==> src/rtl/riscv_ctrl_pkg.sv <==
// Shared definitions for the multi-cycle RV32I control unit.
// Contents: FSM state encoding, base opcode constants, immediate-format
// select codes, write-back select codes, and the decoded-control record
// passed from ctrl_decode to multi_cycle_ctrl.
package riscv_ctrl_pkg;

  typedef enum logic [2:0] {
    ST_IDLE,
    ST_FETCH,
    ST_DECODE,
    ST_EXEC,
    ST_MEM,
    ST_WB,
    ST_ERR
  } state_t;

  localparam logic [6:0] OPC_LUI    = 7'b0110111;
  localparam logic [6:0] OPC_AUIPC  = 7'b0010111;
  localparam logic [6:0] OPC_JAL    = 7'b1101111;
  localparam logic [6:0] OPC_JALR   = 7'b1100111;
  localparam logic [6:0] OPC_BRANCH = 7'b1100011;
  localparam logic [6:0] OPC_LOAD   = 7'b0000011;
  localparam logic [6:0] OPC_STORE  = 7'b0100011;
  localparam logic [6:0] OPC_OP_IMM = 7'b0010011;
  localparam logic [6:0] OPC_OP     = 7'b0110011;

  typedef enum logic [2:0] {
    IMM_I     = 3'd0,
    IMM_SHAMT = 3'd2,
    IMM_S     = 3'd3,
    IMM_B     = 3'd4,
    IMM_J     = 3'd5,
    IMM_U     = 3'd6
  } imm_sel_t;

  typedef enum logic [1:0] {
    WB_ALU = 2'd0,
    WB_MEM = 2'd1,
    WB_PC4 = 2'd2
  } wb_sel_t;

  typedef struct packed {
    logic     legal;
    logic     is_load;
    logic     is_store;
    logic     is_branch;
    logic     is_jump;
    imm_sel_t imm_sel;
    logic     alu_a_sel;
    logic     alu_b_sel;
    wb_sel_t  wb_sel;
  } ctrl_t;

endpackage

==> src/rtl/multi_cycle_ctrl_decode.sv <==
// ctrl_decode: combinational opcode-to-control decode.
// Ports:
//   opcode [6:0] in  - instr[6:0]
//   funct3 [2:0] in  - instr[14:12], distinguishes OP-IMM shifts
//   ctrl         out - decoded control record (ctrl_t)
// Operand selects: alu_a_sel=1 (PC) for PC-relative ops (BRANCH target,
// JAL, AUIPC); alu_b_sel=1 (immediate) for every format carrying one.
module ctrl_decode
  import riscv_ctrl_pkg::*;
(
  input  logic [6:0] opcode,
  input  logic [2:0] funct3,
  output ctrl_t      ctrl
);

  always_comb begin
    ctrl       = '0;
    ctrl.legal = 1'b1;
    case (opcode)
      OPC_OP_IMM: begin
        ctrl.imm_sel   = (funct3 == 3'b001 || funct3 == 3'b101) ? IMM_SHAMT : IMM_I;
        ctrl.alu_b_sel = 1'b1;
      end
      OPC_OP: ;
      OPC_LOAD: begin
        ctrl.is_load   = 1'b1;
        ctrl.alu_b_sel = 1'b1;
        ctrl.wb_sel    = WB_MEM;
      end
      OPC_STORE: begin
        ctrl.is_store  = 1'b1;
        ctrl.imm_sel   = IMM_S;
        ctrl.alu_b_sel = 1'b1;
      end
      OPC_BRANCH: begin
        ctrl.is_branch = 1'b1;
        ctrl.imm_sel   = IMM_B;
        ctrl.alu_a_sel = 1'b1;
        ctrl.alu_b_sel = 1'b1;
      end
      OPC_JAL: begin
        ctrl.is_jump   = 1'b1;
        ctrl.imm_sel   = IMM_J;
        ctrl.alu_a_sel = 1'b1;
        ctrl.alu_b_sel = 1'b1;
        ctrl.wb_sel    = WB_PC4;
      end
      OPC_JALR: begin
        ctrl.is_jump   = 1'b1;
        ctrl.alu_b_sel = 1'b1;
        ctrl.wb_sel    = WB_PC4;
      end
      OPC_LUI: begin
        ctrl.imm_sel   = IMM_U;
        ctrl.alu_b_sel = 1'b1;
      end
      OPC_AUIPC: begin
        ctrl.imm_sel   = IMM_U;
        ctrl.alu_a_sel = 1'b1;
        ctrl.alu_b_sel = 1'b1;
      end
      default: ctrl.legal = 1'b0;
    endcase
  end

endmodule

==> src/rtl/multi_cycle_ctrl.sv <==
// multi_cycle_ctrl: multi-cycle RV32I control FSM with memory timeout.
// Ports:
//   clk, rst (sync, active-high)
//   instr[31:0], br_taken, mem_ready                      - inputs
//   mem_req, mem_we, pc_we, ir_we, reg_we                 - strobes
//   imm_sel[2:0], alu_a_sel, alu_b_sel, wb_sel[1:0], pc_sel - datapath selects
//   err                                                   - sticky error flag
// Parameter TIMEOUT (1..255): request cycles without mem_ready before ERR.
// Build option MULTI_CYCLE_CTRL_ILLEGAL_TRAP_EN: unrecognised opcodes trap
// to ERR; otherwise they execute as a NOP (no reg_we, PC+4).
// Strobes are decoded from the current state plus inputs, so ir_we, the
// branch pc_we/pc_sel and the store pc_we land in the same cycle as the
// mem_ready/br_taken that qualifies them. Only state, counter and err are flops.
module multi_cycle_ctrl
  import riscv_ctrl_pkg::*;
#(
  parameter int unsigned TIMEOUT = 255
) (
  input  logic        clk,
  input  logic        rst,
  input  logic [31:0] instr,
  input  logic        br_taken,
  input  logic        mem_ready,
  output logic        mem_req,
  output logic        mem_we,
  output logic        pc_we,
  output logic        ir_we,
  output logic        reg_we,
  output logic [2:0]  imm_sel,
  output logic        alu_a_sel,
  output logic        alu_b_sel,
  output logic [1:0]  wb_sel,
  output logic        pc_sel,
  output logic        err
);

  localparam logic [7:0] CNT_LAST = 8'(TIMEOUT - 1);

  state_t     state_q, state_d;
  logic [7:0] cnt_q, cnt_d;
  logic       err_q, err_d;
  ctrl_t      ctrl;
  logic       timeout_hit;
  logic       rd_nz;
  logic       unused_instr;

  ctrl_decode u_decode (
    .opcode (instr[6:0]),
    .funct3 (instr[14:12]),
    .ctrl   (ctrl)
  );

  assign rd_nz        = (instr[11:7] != '0);
  assign unused_instr = ^instr[31:15];
  // mem_ready in the final counted cycle wins over the timeout.
  assign timeout_hit  = (cnt_q == CNT_LAST) && !mem_ready;
  assign err          = err_q;

  always_comb begin
    state_d   = state_q;
    cnt_d     = '0;
    err_d     = err_q;
    mem_req   = 1'b0;
    mem_we    = 1'b0;
    pc_we     = 1'b0;
    ir_we     = 1'b0;
    reg_we    = 1'b0;
    imm_sel   = '0;
    alu_a_sel = 1'b0;
    alu_b_sel = 1'b0;
    wb_sel    = '0;
    pc_sel    = 1'b0;
    case (state_q)
      ST_IDLE: state_d = ST_FETCH;
      ST_FETCH: begin
        mem_req = 1'b1;
        if (mem_ready) begin
          ir_we   = 1'b1;
          state_d = ST_DECODE;
        end else if (timeout_hit) begin
          state_d = ST_ERR;
          err_d   = 1'b1;
        end else begin
          cnt_d = cnt_q + 8'd1;
        end
      end
      ST_DECODE: begin
        imm_sel = ctrl.imm_sel;
        state_d = ST_EXEC;
`ifdef MULTI_CYCLE_CTRL_ILLEGAL_TRAP_EN
        if (!ctrl.legal) begin
          state_d = ST_ERR;
          err_d   = 1'b1;
        end
`endif
      end
      ST_EXEC: begin
        imm_sel   = ctrl.imm_sel;
        alu_a_sel = ctrl.alu_a_sel;
        alu_b_sel = ctrl.alu_b_sel;
        if (ctrl.is_load || ctrl.is_store) begin
          state_d = ST_MEM;
        end else if (ctrl.is_branch) begin
          pc_we   = 1'b1;
          pc_sel  = br_taken;
          state_d = ST_FETCH;
        end else begin
          state_d = ST_WB;
        end
      end
      ST_MEM: begin
        mem_req = 1'b1;
        mem_we  = ctrl.is_store;
        if (mem_ready) begin
          if (ctrl.is_store) begin
            pc_we   = 1'b1;
            state_d = ST_FETCH;
          end else begin
            state_d = ST_WB;
          end
        end else if (timeout_hit) begin
          state_d = ST_ERR;
          err_d   = 1'b1;
        end else begin
          cnt_d = cnt_q + 8'd1;
        end
      end
      ST_WB: begin
        reg_we  = rd_nz && ctrl.legal;
        pc_we   = 1'b1;
        wb_sel  = ctrl.wb_sel;
        pc_sel  = ctrl.is_jump;
        state_d = ST_FETCH;
      end
      ST_ERR: ;
      default: state_d = ST_IDLE;
    endcase
  end

  always_ff @(posedge clk) begin
    if (rst) begin
      state_q <= ST_IDLE;
      cnt_q   <= '0;
      err_q   <= 1'b0;
    end else begin
      state_q <= state_d;
      cnt_q   <= cnt_d;
      err_q   <= err_d;
    end
  end

endmodule

==> config.mk <==
export PLATFORM = sky130hd
export DESIGN_NAME = multi_cycle_ctrl
export DESIGN_NICKNAME = d
export VERILOG_FILES = /design/src/rtl/riscv_ctrl_pkg.sv /design/src/rtl/multi_cycle_ctrl_decode.sv /design/src/rtl/multi_cycle_ctrl.sv
export SDC_FILE = /design/constraint.sdc
export NUM_CORES = 1
export LEC_CHECK = 0
export BUFFER_PORTS_ARGS = -buffer_cell sky130_fd_sc_hd__buf_2
export CAP_MARGIN = 10
export CORE_UTILIZATION = 47
export CTS_CLUSTER_DIAMETER = 200
export DETAILED_ROUTE_END_ITERATION = 7
export HOLD_SLACK_MARGIN = 0.1
export PLACE_DENSITY_LB_ADDON = 0.15
export SYNTH_ARGS = -nofsm -noshare
export SYNTH_HDL_FRONTEND = slang
export SYNTH_SLANG_ARGS = --single-unit
==> constraint.sdc <==
create_clock -name clk -period 4.03 [get_ports clk]
set_input_delay 0.403 -clock clk [delete_from_list [all_inputs] [get_ports clk]]
set_output_delay 0.403 -clock clk [all_outputs]
set_load 0.02 [all_outputs]
==> impl_metrics.tcl <==
set metrics [dict create \
    worst_slew_pin_slew_ns 0.459 \
    start_util 0.516 \
    yosys-top-cells-count "nor2_1 (13), dfxtp_1 (12), nand3_1 (8)" \
    wl_um 1930 \
    cp.arrival_ns 1.94 \
    cts_made_buffers 3 \
    synthArstFlopShare 0 \
    seq_power_share 0.509 \
    portBuffers 31 \
    grtUsageTotal 0.197 \
    ys_seq_area_frac 0.264 \
    max-slew-margin-rel 0.694 \
    drive_gt1_frac 0.315 \
    p_sw_frac 0.301 \
    holdCritPathClass "in -> reg" \
    yosysUniqueCellTypes 37 \
    p_int_w 0.000180 \
    first_global_vias 767 \
    maxCapViolCount 0 \
    netSwitchingPower_w 0.0000776 \
    cp.required_ns 3.63 \
    synth_edf_count 0 \
    cts_tree "done" \
    synth_cells 118 \
    drt_pass1_iterations 4 \
    dp_slack_ns 2.00 \
    period_minus_slack_ns 2.35 \
    clockBufferDepth 2 \
    overflow 0 \
    rsz0062_at_grt "no" \
    syn-num-nets 156 \
    dieArea_mm2 0.00212 \
    gp_congestion 0.808 \
    coreArea_mm2 0.00176 \
    grt_max_degree 12 \
    power_leakage_nw 0.424 \
    crit_path_start_kind "register" \
    fmax_mhz 426 \
    io_pins 50 \
    slew_violations 0 \
    setup_tns_ns 0 \
    clk_pin_slew_ns 0.07 \
    regArea_um2 240 \
    fin_skew_ns 0.000907 \
    drc 0 \
    worstSetupPathType "reg -> out" \
    yosysMostFrequentCell "nor2_1" \
    syn2layout_area_growth_pct 17.9 \
    hold_buffers 0 \
    clockRootBuffer "clkbuf_4" \
    critPathMaxFanout 10 \
    crit_path_end_kind "primary output" \
    nets 186 \
    period_share 0.582 \
    routed_via_density 5.40 \
    grt_pass1_wl_um 3120 \
    status "finished clean" \
    syn_avg_cell_area_um2 7.72 \
    finalSetupViolCount 0 \
    yosys_most_used_dff "dfxtp_1" \
    die_h_um 46.0 \
    drt-initial-drc-count 15 \
    antenna_cells 0 \
    wl_per_cell_um 11.3 \
    power.density_mw_per_mm2 240 \
    ys_ff_latch 12 \
    clk_latency_ns 0.26 \
    antenna_found_initial 0 \
    hpwl_um 1460 \
    antenna_left 0 \
    htreeDepth 1 \
    fin_ws_ns 1.68 \
    pwr-share-comb 0.216 \
    clockPowerShare 0.275 \
    finalHoldViolCount 0 \
    fin_util 0.609 \
    synth_top_cell_area_share 0.264 \
    cts_resized 0 \
    stdcell_area_mm2 0.00107 \
    yosysTopAreaCell "dfxtp_1" \
    peakVddDrop_mv 0.0948 \
    multi_input_area_um2 609 \
    synth_area_um2 911 \
    fillers 175 \
    postCtsSetupBuffers 0 \
    ys_top_cells_by_area "dfxtp_1 (26%), nor2_1 (5.4%), nor2_2 (4.8%)" \
    clkSinkCount 12 \
    place_area_mm2 0.00105 \
    std_cell_rows 15 \
    ys_warn_count 0 \
    vias 923 \
    die_x_um 46.0 \
]
## state kept, by name, indices dropped and copies added, names as in the netlist
signal   cells
cnt_q        8
state_q      3
err          1
## final cells by class
type	instances	area share
repair buffers	31	0.145
well taps	25	0.0291
flip-flops and latches	12	0.224
clock buffers	3	0.0210
inverters	4	0.0140
multi-input cells	96	0.568
## final timing paths
check                                 end  depth (start not counted)  slack, ns                     from
setup reg to reg      cnt_q[3]$_SDFF_PP0_                          4       2.22  state_q[0]$_SDFFE_PP0P_
setup / recovery                   reg_we                          4       1.68  state_q[2]$_SDFFE_PP0P_
hold reg to reg       cnt_q[0]$_SDFF_PP0_                          1       0.47      cnt_q[0]$_SDFF_PP0_
hold / removal    state_q[2]$_SDFFE_PP0P_                          2       0.36                      rst
## logic make-up after synthesis
| logic type | share of synthesized area |
|---|---|
| AND/OR/NAND/NOR | 0.390 |
| AO/OA/AOI/OAI | 0.194 |
| flip-flops | 0.264 |
| buffers and inverters | 0.0673 |
| XOR/XNOR | 0.0577 |
| adder cells (fa/ha/maj) | 0.0275 |
## placed cells by master (no fill, tap or decap)
cell       count
or3b_2         1
a21boi_0       1
and3_1         2
a21oi_1        6
nand3_1        8
inv_1          4
a211oi_2       1
nand2_1        7
nor4_1         1
nor2_2         7
nor2_1        13
a2111oi_0      1
nand4_1        1
nor2_4         1
dfxtp_1       12
a311oi_1       4
or3_1          4
clkbuf_4       3
nand3b_1       2
nand4bb_1      1
xnor2_1        3
nand2b_4       2
a21o_1         1
o211ai_1       1
nand2b_1       2
a221oi_1       2
or3b_1         1
or4_1          1
o21ai_0        7
nor2b_1        3
buf_2         31
a211oi_1       1
ha_1           2
a22oi_1        1
xor2_1         3
nor3_1         5
## per-stage QoR
step	hold slack, ns	cells	total power [W]
after floorplan	0.439	118	0.000173
after global placement	0.446	168	0.000187
after detailed placement	0.457	168	0.000189
after CTS	0.354	171	0.000260
after global routing	0.356	171	0.000272
final	0.357	171	0.000258
## worst max-delay path, stage by stage, from the launching register on
cell and delay, ns:
dfxtp_1 0.54, nor2b_1 0.40, nand2_1 0.16, a2111oi_0 0.35, buf_2 0.23
## metal layers
| metal | GRT usage | part of all wire | wire length [um] |
|---|---|---|---|
| met1 | 0.259 | 0.49 | 939 |
| met2 | 0.324 | 0.46 | 893 |
| met4 | 0.0529 | 0 | 0 |
| met3 | 0.0357 | 0.048 | 92 |
| met5 | 0 | 0 | 0 |
## power by group through the flow
stage / sequential (W) / combinational [W] / clock [W]
after floorplan: 0.000127 / 0.0000463 / 0
after global placement: 0.000134 / 0.0000538 / 0
after detailed placement: 0.000134 / 0.0000551 / 0
after CTS: 0.000131 / 0.0000553 / 0.0000735
after global routing: 0.000132 / 0.0000614 / 0.0000778
final: 0.000131 / 0.0000556 / 0.0000709
Power figures use the tool's default switching activity.
